## src/rtl/ctrl_pkg.sv

```systemverilog
// Shared types for the accumulator-machine control unit: FSM states,
// instruction opcodes and ALU operation codes.
package ctrl_pkg;

    localparam int OPCODE_W = 3;
    localparam int ALU_OP_W = 2;

    typedef enum logic [2:0] {
        ST_IDLE   = 3'd0,
        ST_FETCH  = 3'd1,
        ST_DECODE = 3'd2,
        ST_MEM    = 3'd3,
        ST_EXEC   = 3'd4,
        ST_HALT   = 3'd5
    } state_t;

    typedef enum logic [OPCODE_W-1:0] {
        OP_LDA = 3'b000,
        OP_STA = 3'b001,
        OP_ADD = 3'b010,
        OP_SUB = 3'b011,
        OP_AND = 3'b100,
        OP_JMP = 3'b101,
        OP_JZ  = 3'b110,
        OP_HLT = 3'b111
    } opcode_t;

    localparam logic [ALU_OP_W-1:0] ALU_ADD = 2'b00;
    localparam logic [ALU_OP_W-1:0] ALU_SUB = 2'b01;
    localparam logic [ALU_OP_W-1:0] ALU_AND = 2'b10;

    // Maps an arithmetic/logic opcode onto the ALU function select.
    function automatic logic [ALU_OP_W-1:0] alu_op_for(input logic [OPCODE_W-1:0] op);
        logic [ALU_OP_W-1:0] result;
        case (opcode_t'(op))
            OP_SUB:  result = ALU_SUB;
            OP_AND:  result = ALU_AND;
            default: result = ALU_ADD;
        endcase
        return result;
    endfunction

endpackage

```

## src/rtl/opcode_decoder.sv

```systemverilog
// Purely combinational classification of the instruction opcode into the
// groups the control FSM branches on.
module opcode_decoder
    import ctrl_pkg::*;
(
    input  logic [OPCODE_W-1:0] opcode,
    output logic                is_mem,
    output logic                is_alu,
    output logic                is_load,
    output logic                is_store,
    output logic                is_branch,
    output logic                is_jump,
    output logic                is_halt
);

    always_comb begin
        is_mem    = 1'b0;
        is_alu    = 1'b0;
        is_load   = 1'b0;
        is_store  = 1'b0;
        is_branch = 1'b0;
        is_jump   = 1'b0;
        is_halt   = 1'b0;
        case (opcode_t'(opcode))
            OP_LDA: begin
                is_mem  = 1'b1;
                is_load = 1'b1;
            end
            OP_STA: begin
                is_mem   = 1'b1;
                is_store = 1'b1;
            end
            OP_ADD, OP_SUB, OP_AND: begin
                is_mem = 1'b1;
                is_alu = 1'b1;
            end
            OP_JMP: begin
                is_branch = 1'b1;
                is_jump   = 1'b1;
            end
            OP_JZ:   is_branch = 1'b1;
            OP_HLT:  is_halt   = 1'b1;
            default: is_halt   = 1'b1;
        endcase
    end

endmodule

```

## src/rtl/multicycle_controller.sv

```systemverilog
// Multicycle control unit for a 12-bit-address accumulator machine: sequences
// fetch, decode, memory access and ALU execute, and drives datapath enables.
module multicycle_controller
    import ctrl_pkg::*;
(
    input  logic                clk,
    input  logic                rst_n,
    input  logic [OPCODE_W-1:0] opcode,
    input  logic                acc_zero,
    input  logic                mem_ack,
    output logic                mem_req,
    output logic                mem_we,
    output logic                adr_from_ir,
    output logic                ir_we,
    output logic                pc_we,
    output logic                acc_we,
    output logic                mdr_we,
    output logic                pc_sel_inc,
    output logic                pc_sel_branch,
    output logic                pc_sel_jump,
    output logic                acc_sel_alu,
    output logic                acc_sel_mem,
    output logic [ALU_OP_W-1:0] alu_op,
    output logic                halted
);

    state_t state;

    logic is_mem;
    logic is_alu;
    logic is_load;
    logic is_store;
    logic is_branch;
    logic is_jump;
    logic is_halt;

    opcode_decoder u_decoder (
        .opcode    (opcode),
        .is_mem    (is_mem),
        .is_alu    (is_alu),
        .is_load   (is_load),
        .is_store  (is_store),
        .is_branch (is_branch),
        .is_jump   (is_jump),
        .is_halt   (is_halt)
    );

    // Only the state is registered; enables that depend on mem_ack must fire
    // in the acknowledge cycle itself, so outputs are decoded combinationally.
    always_ff @(posedge clk or negedge rst_n) begin
        if (!rst_n) begin
            state <= ST_IDLE;
        end else begin
            case (state)
                ST_IDLE:   state <= ST_FETCH;
                ST_FETCH:  if (mem_ack) state <= ST_DECODE;
                ST_DECODE: begin
                    if (is_mem)
                        state <= ST_MEM;
                    else if (is_halt)
                        state <= ST_HALT;
                    else
                        state <= ST_FETCH;
                end
                ST_MEM:    if (mem_ack) state <= is_alu ? ST_EXEC : ST_FETCH;
                ST_EXEC:   state <= ST_FETCH;
                ST_HALT:   state <= ST_HALT;
                default:   state <= ST_IDLE;
            endcase
        end
    end

    always_comb begin
        mem_req       = 1'b0;
        mem_we        = 1'b0;
        adr_from_ir   = 1'b0;
        ir_we         = 1'b0;
        pc_we         = 1'b0;
        acc_we        = 1'b0;
        mdr_we        = 1'b0;
        pc_sel_inc    = 1'b0;
        pc_sel_branch = 1'b0;
        pc_sel_jump   = 1'b0;
        acc_sel_alu   = 1'b0;
        acc_sel_mem   = 1'b0;
        alu_op        = ALU_ADD;
        halted        = 1'b0;
        case (state)
            ST_FETCH: begin
                mem_req = 1'b1;
                if (mem_ack) begin
                    ir_we      = 1'b1;
                    pc_we      = 1'b1;
                    pc_sel_inc = 1'b1;
                end
            end
            ST_DECODE: begin
                if (is_jump) begin
                    pc_we       = 1'b1;
                    pc_sel_jump = 1'b1;
                end else if (is_branch && acc_zero) begin
                    pc_we         = 1'b1;
                    pc_sel_branch = 1'b1;
                end
            end
            ST_MEM: begin
                mem_req     = 1'b1;
                adr_from_ir = 1'b1;
                mem_we      = is_store;
                if (mem_ack) begin
                    if (is_load) begin
                        acc_we      = 1'b1;
                        acc_sel_mem = 1'b1;
                    end else if (is_alu) begin
                        mdr_we = 1'b1;
                    end
                end
            end
            ST_EXEC: begin
                acc_we      = 1'b1;
                acc_sel_alu = 1'b1;
                alu_op      = alu_op_for(opcode);
            end
            ST_HALT: halted = 1'b1;
            default: ;
        endcase
    end

endmodule

```

## config.mk

```make
export PLATFORM = sky130hd
export DESIGN_NAME = multicycle_controller
export DESIGN_NICKNAME = d
export VERILOG_FILES = /design/src/rtl/ctrl_pkg.sv /design/src/rtl/opcode_decoder.sv /design/src/rtl/multicycle_controller.sv
export SDC_FILE = /design/constraint.sdc
export NUM_CORES = 1
export LEC_CHECK = 0
export BUFFER_PORTS_ARGS = -buffer_cell sky130_fd_sc_hd__buf_2
export CAP_MARGIN = 20
export CELL_PAD_IN_SITES_DETAIL_PLACEMENT = 0
export CELL_PAD_IN_SITES_GLOBAL_PLACEMENT = 1
export CORE_AREA = 3 3 40 42
export DETAILED_ROUTE_END_ITERATION = 6
export DIE_AREA = 0 0 43 45
export GPL_ROUTABILITY_DRIVEN = 0
export GPL_TIMING_DRIVEN = 0
export PLACE_DENSITY_LB_ADDON = 0.1
export SKIP_LAST_GASP = 1
export SYNTH_ARGS = -nofsm -noshare
export SYNTH_HDL_FRONTEND = slang
export SYNTH_SLANG_ARGS = --single-unit
```

## constraint.sdc

```tcl
create_clock -name clk -period 1.8 [get_ports clk]
set_input_delay 0.27 -clock clk [delete_from_list [all_inputs] [get_ports clk]]
set_output_delay 0.27 -clock clk [all_outputs]
set_load 0.03 [all_outputs]
```

==> summary.txt <==
HP Class - in2async
reg-to-reg startpoint - state[0]
Reg clk slew, reported paths - 0.04 ns
Synth area leader - dfrtp_1
row count - 13
slew of the pin with the lowest slew margin - 0.226 ns
Vias/cell - 4.60
Critical Path Slowest Stage Cell - dfrtp_2
most common cell after layout, fill and taps aside - buf_2
synth top area cells - dfrtp_1 23%, nand2b_1 7.8%, and3b_1 5.4%
aggregate routed wire length - 968 um
Warnings, synthesis - 0
leakage - 0.288 nW
first-pass GRT wire length - 1.59 mm
top flop regs - state (3)
worst setup path end - pc_we
Netlist cell types - 25
Clock Skew - 0.00126 ns
Iteration-0 DRC Markers - 2
WS Path Type - reg2out
Largest register FFs - 3
largest net degree at the start of global routing - 11
die area - 1940 um^2
critical path depth - 4
TritonCTS clock tree - yes
register area - 78.8 um^2
WL/cell - 11.5 um
initial antenna violation count - 0
fin. max-slew vios - 0
GRT Total Usage - 0.111
fin nets - 77
crit-path cells - nor2b_2, and3b_1, or2_2, buf_6
Placed Cells - 76
H-tree depth - 1
Via Count - 386
CP delay by family, top - simple AND/OR/NAND/NOR gates
most frequent cells in the layout - 18 x buf_2, 7 x buf_4, 4 x nand2b_1, 4 x nor2_1
total gr overflow - 0
top-area cell type share of the netlist area - 0.233
Buffers on Ports - 21
Antenna Cells - 0
area used by multi-input combinational logic - 256 um^2
# setup viols final - 0
FF-to-FF setup slack - 0.57 ns
hpwl dp - 669 um
Max-slew headroom - 0.848
P&R area growth vs syn - 70.4%
fillers - 144
Reg-to-Reg End - state[2]
vias in the first global route - 369
num ports - 22
post-route minimum period - 1.75 ns
required time worst endpoint - 1.53 ns
Critical Path End Type - output port
Crit path arrival time - 1.48 ns
Die Wd - 43 um
antenna viol nets, final - 0
Tcrit/Tclk final - 0.971
ratio of cells with drive above 1 in the final layout - 0.565
Synth Net Count - 47
Max IR drop VDD - 0.426 mV
TritonCTS Sinks - 3
final-report hold violation count - 0
Synth Register Bits - 3
Die H - 45 um
Mapped Cells - 40
DRC Markers - 0
Crit. Startpoint - state[0]
first-pass detailed-route iteration total - 4
crit path max fanout - 6
CTS root buffer - clkbuf_4
clk_lat worst skew - 0.23 ns
total CTS buffers - 3
sequential-to-total area share from yosys stat - 0.233
R2R depth - 4
clk buf depth - 2
Design Power - 0.821 mW
final std cells w/o fill - 84
area of the core - 1280 um^2
PD cells - 1500 nW/um^2
startpoint types - flop
outcome - complete, no violations
Avg Cell Area, Syn - 8.04 um^2
Starting Density - 0.250
f_max - 572 MHz
Largest Register - state
MaxCap Viol Count - 0
Buf+Inv Stages, Crit Path - 1
Crit path largest cell delay - 0.43 ns
post-layout util - 0.426
RSZ-0062 raised after global routing - no
mapped cell area - 322 um^2
-- routing by layer --
layer,vias to the layer above,share of wire,global-route usage
met3,0,0.068,0.0120
met4,0,0,0.0904
met1,169,0.48,0.145
met2,14,0.45,0.165
li1,203,-,-
met5,-,0,0
-- final cells by class --
type                       count  area share
buffer                         1      0.0137
clock buffer                   4      0.0479
inverter                       1     0.00685
multi-input combinational     34       0.468
sequential                     3       0.144
tap                           15      0.0342
timing repair buffer          26       0.285
-- metrics by stage --
step	setup TNS [ns]	instance area (um^2)	setup WS, ns	hold slack (ns)
2_1_floorplan	-0.0300	329	-0.0300	-0.0256
4_1_cts	0	500	0.0176	0.357
3_3_place_gp	0	453	0.193	0.0649
6_report	0	548	0.0527	0.363
5_1_grt	0	548	0.0106	0.377
3_5_place_dp	0	453	0.197	0.0665
-- timing repair --
item / CTS / global route
setup buffers: 1 / 3
hold buffers: 1 / 0
resized for setup: 4 / 7
endpoints found under the setup margin: 3 / 4
endpoints found under the hold margin: 3 / 0
gates cloned: 0 / 0
pin swaps: 0 / 0
-- report_power, final --
group	switching (mW)	leakage, nW	internal [mW]
combinational	0.285	0.241	0.247
sequential	0.0696	0.0326	0.105
clock	0.0325	0.0150	0.0829
-- worst min path at each step --
stage | startpoint | to
after floorplan | rst_n | state[0]
after global placement | rst_n | state[0]
after detailed placement | rst_n | state[0]
after CTS | rst_n | state[2]
after global routing | rst_n | state[2]
final | rst_n | state[2]
-- cell families after synthesis --
family                 after synthesis  share of synthesized area
AO/OA/AOI/OAI                        7                      0.167
buffers and inverters                3                     0.0506
flip-flops                           3                      0.233
AND/OR/NAND/NOR                     27                      0.549
-- cell usage after synthesis --
library cell,n
nand2b_1,4
nor2_1,4
a21oi_1,3
dfrtp_1,3
nand2_1,3
and3_1,2
and3b_1,2
nor2b_1,2
a311o_1,1
a311oi_1,1
a311oi_2,1
and2_1,1
and4bb_1,1
buf_4,1
clkbuf_2,1
inv_1,1
nand3b_1,1
nand4bb_1,1
nor3_1,1
nor3b_1,1
o21ai_0,1
or2_1,1
or2_2,1
or3b_1,1
or3b_4,1
Note: power is estimated with default switching activity, not from simulation.
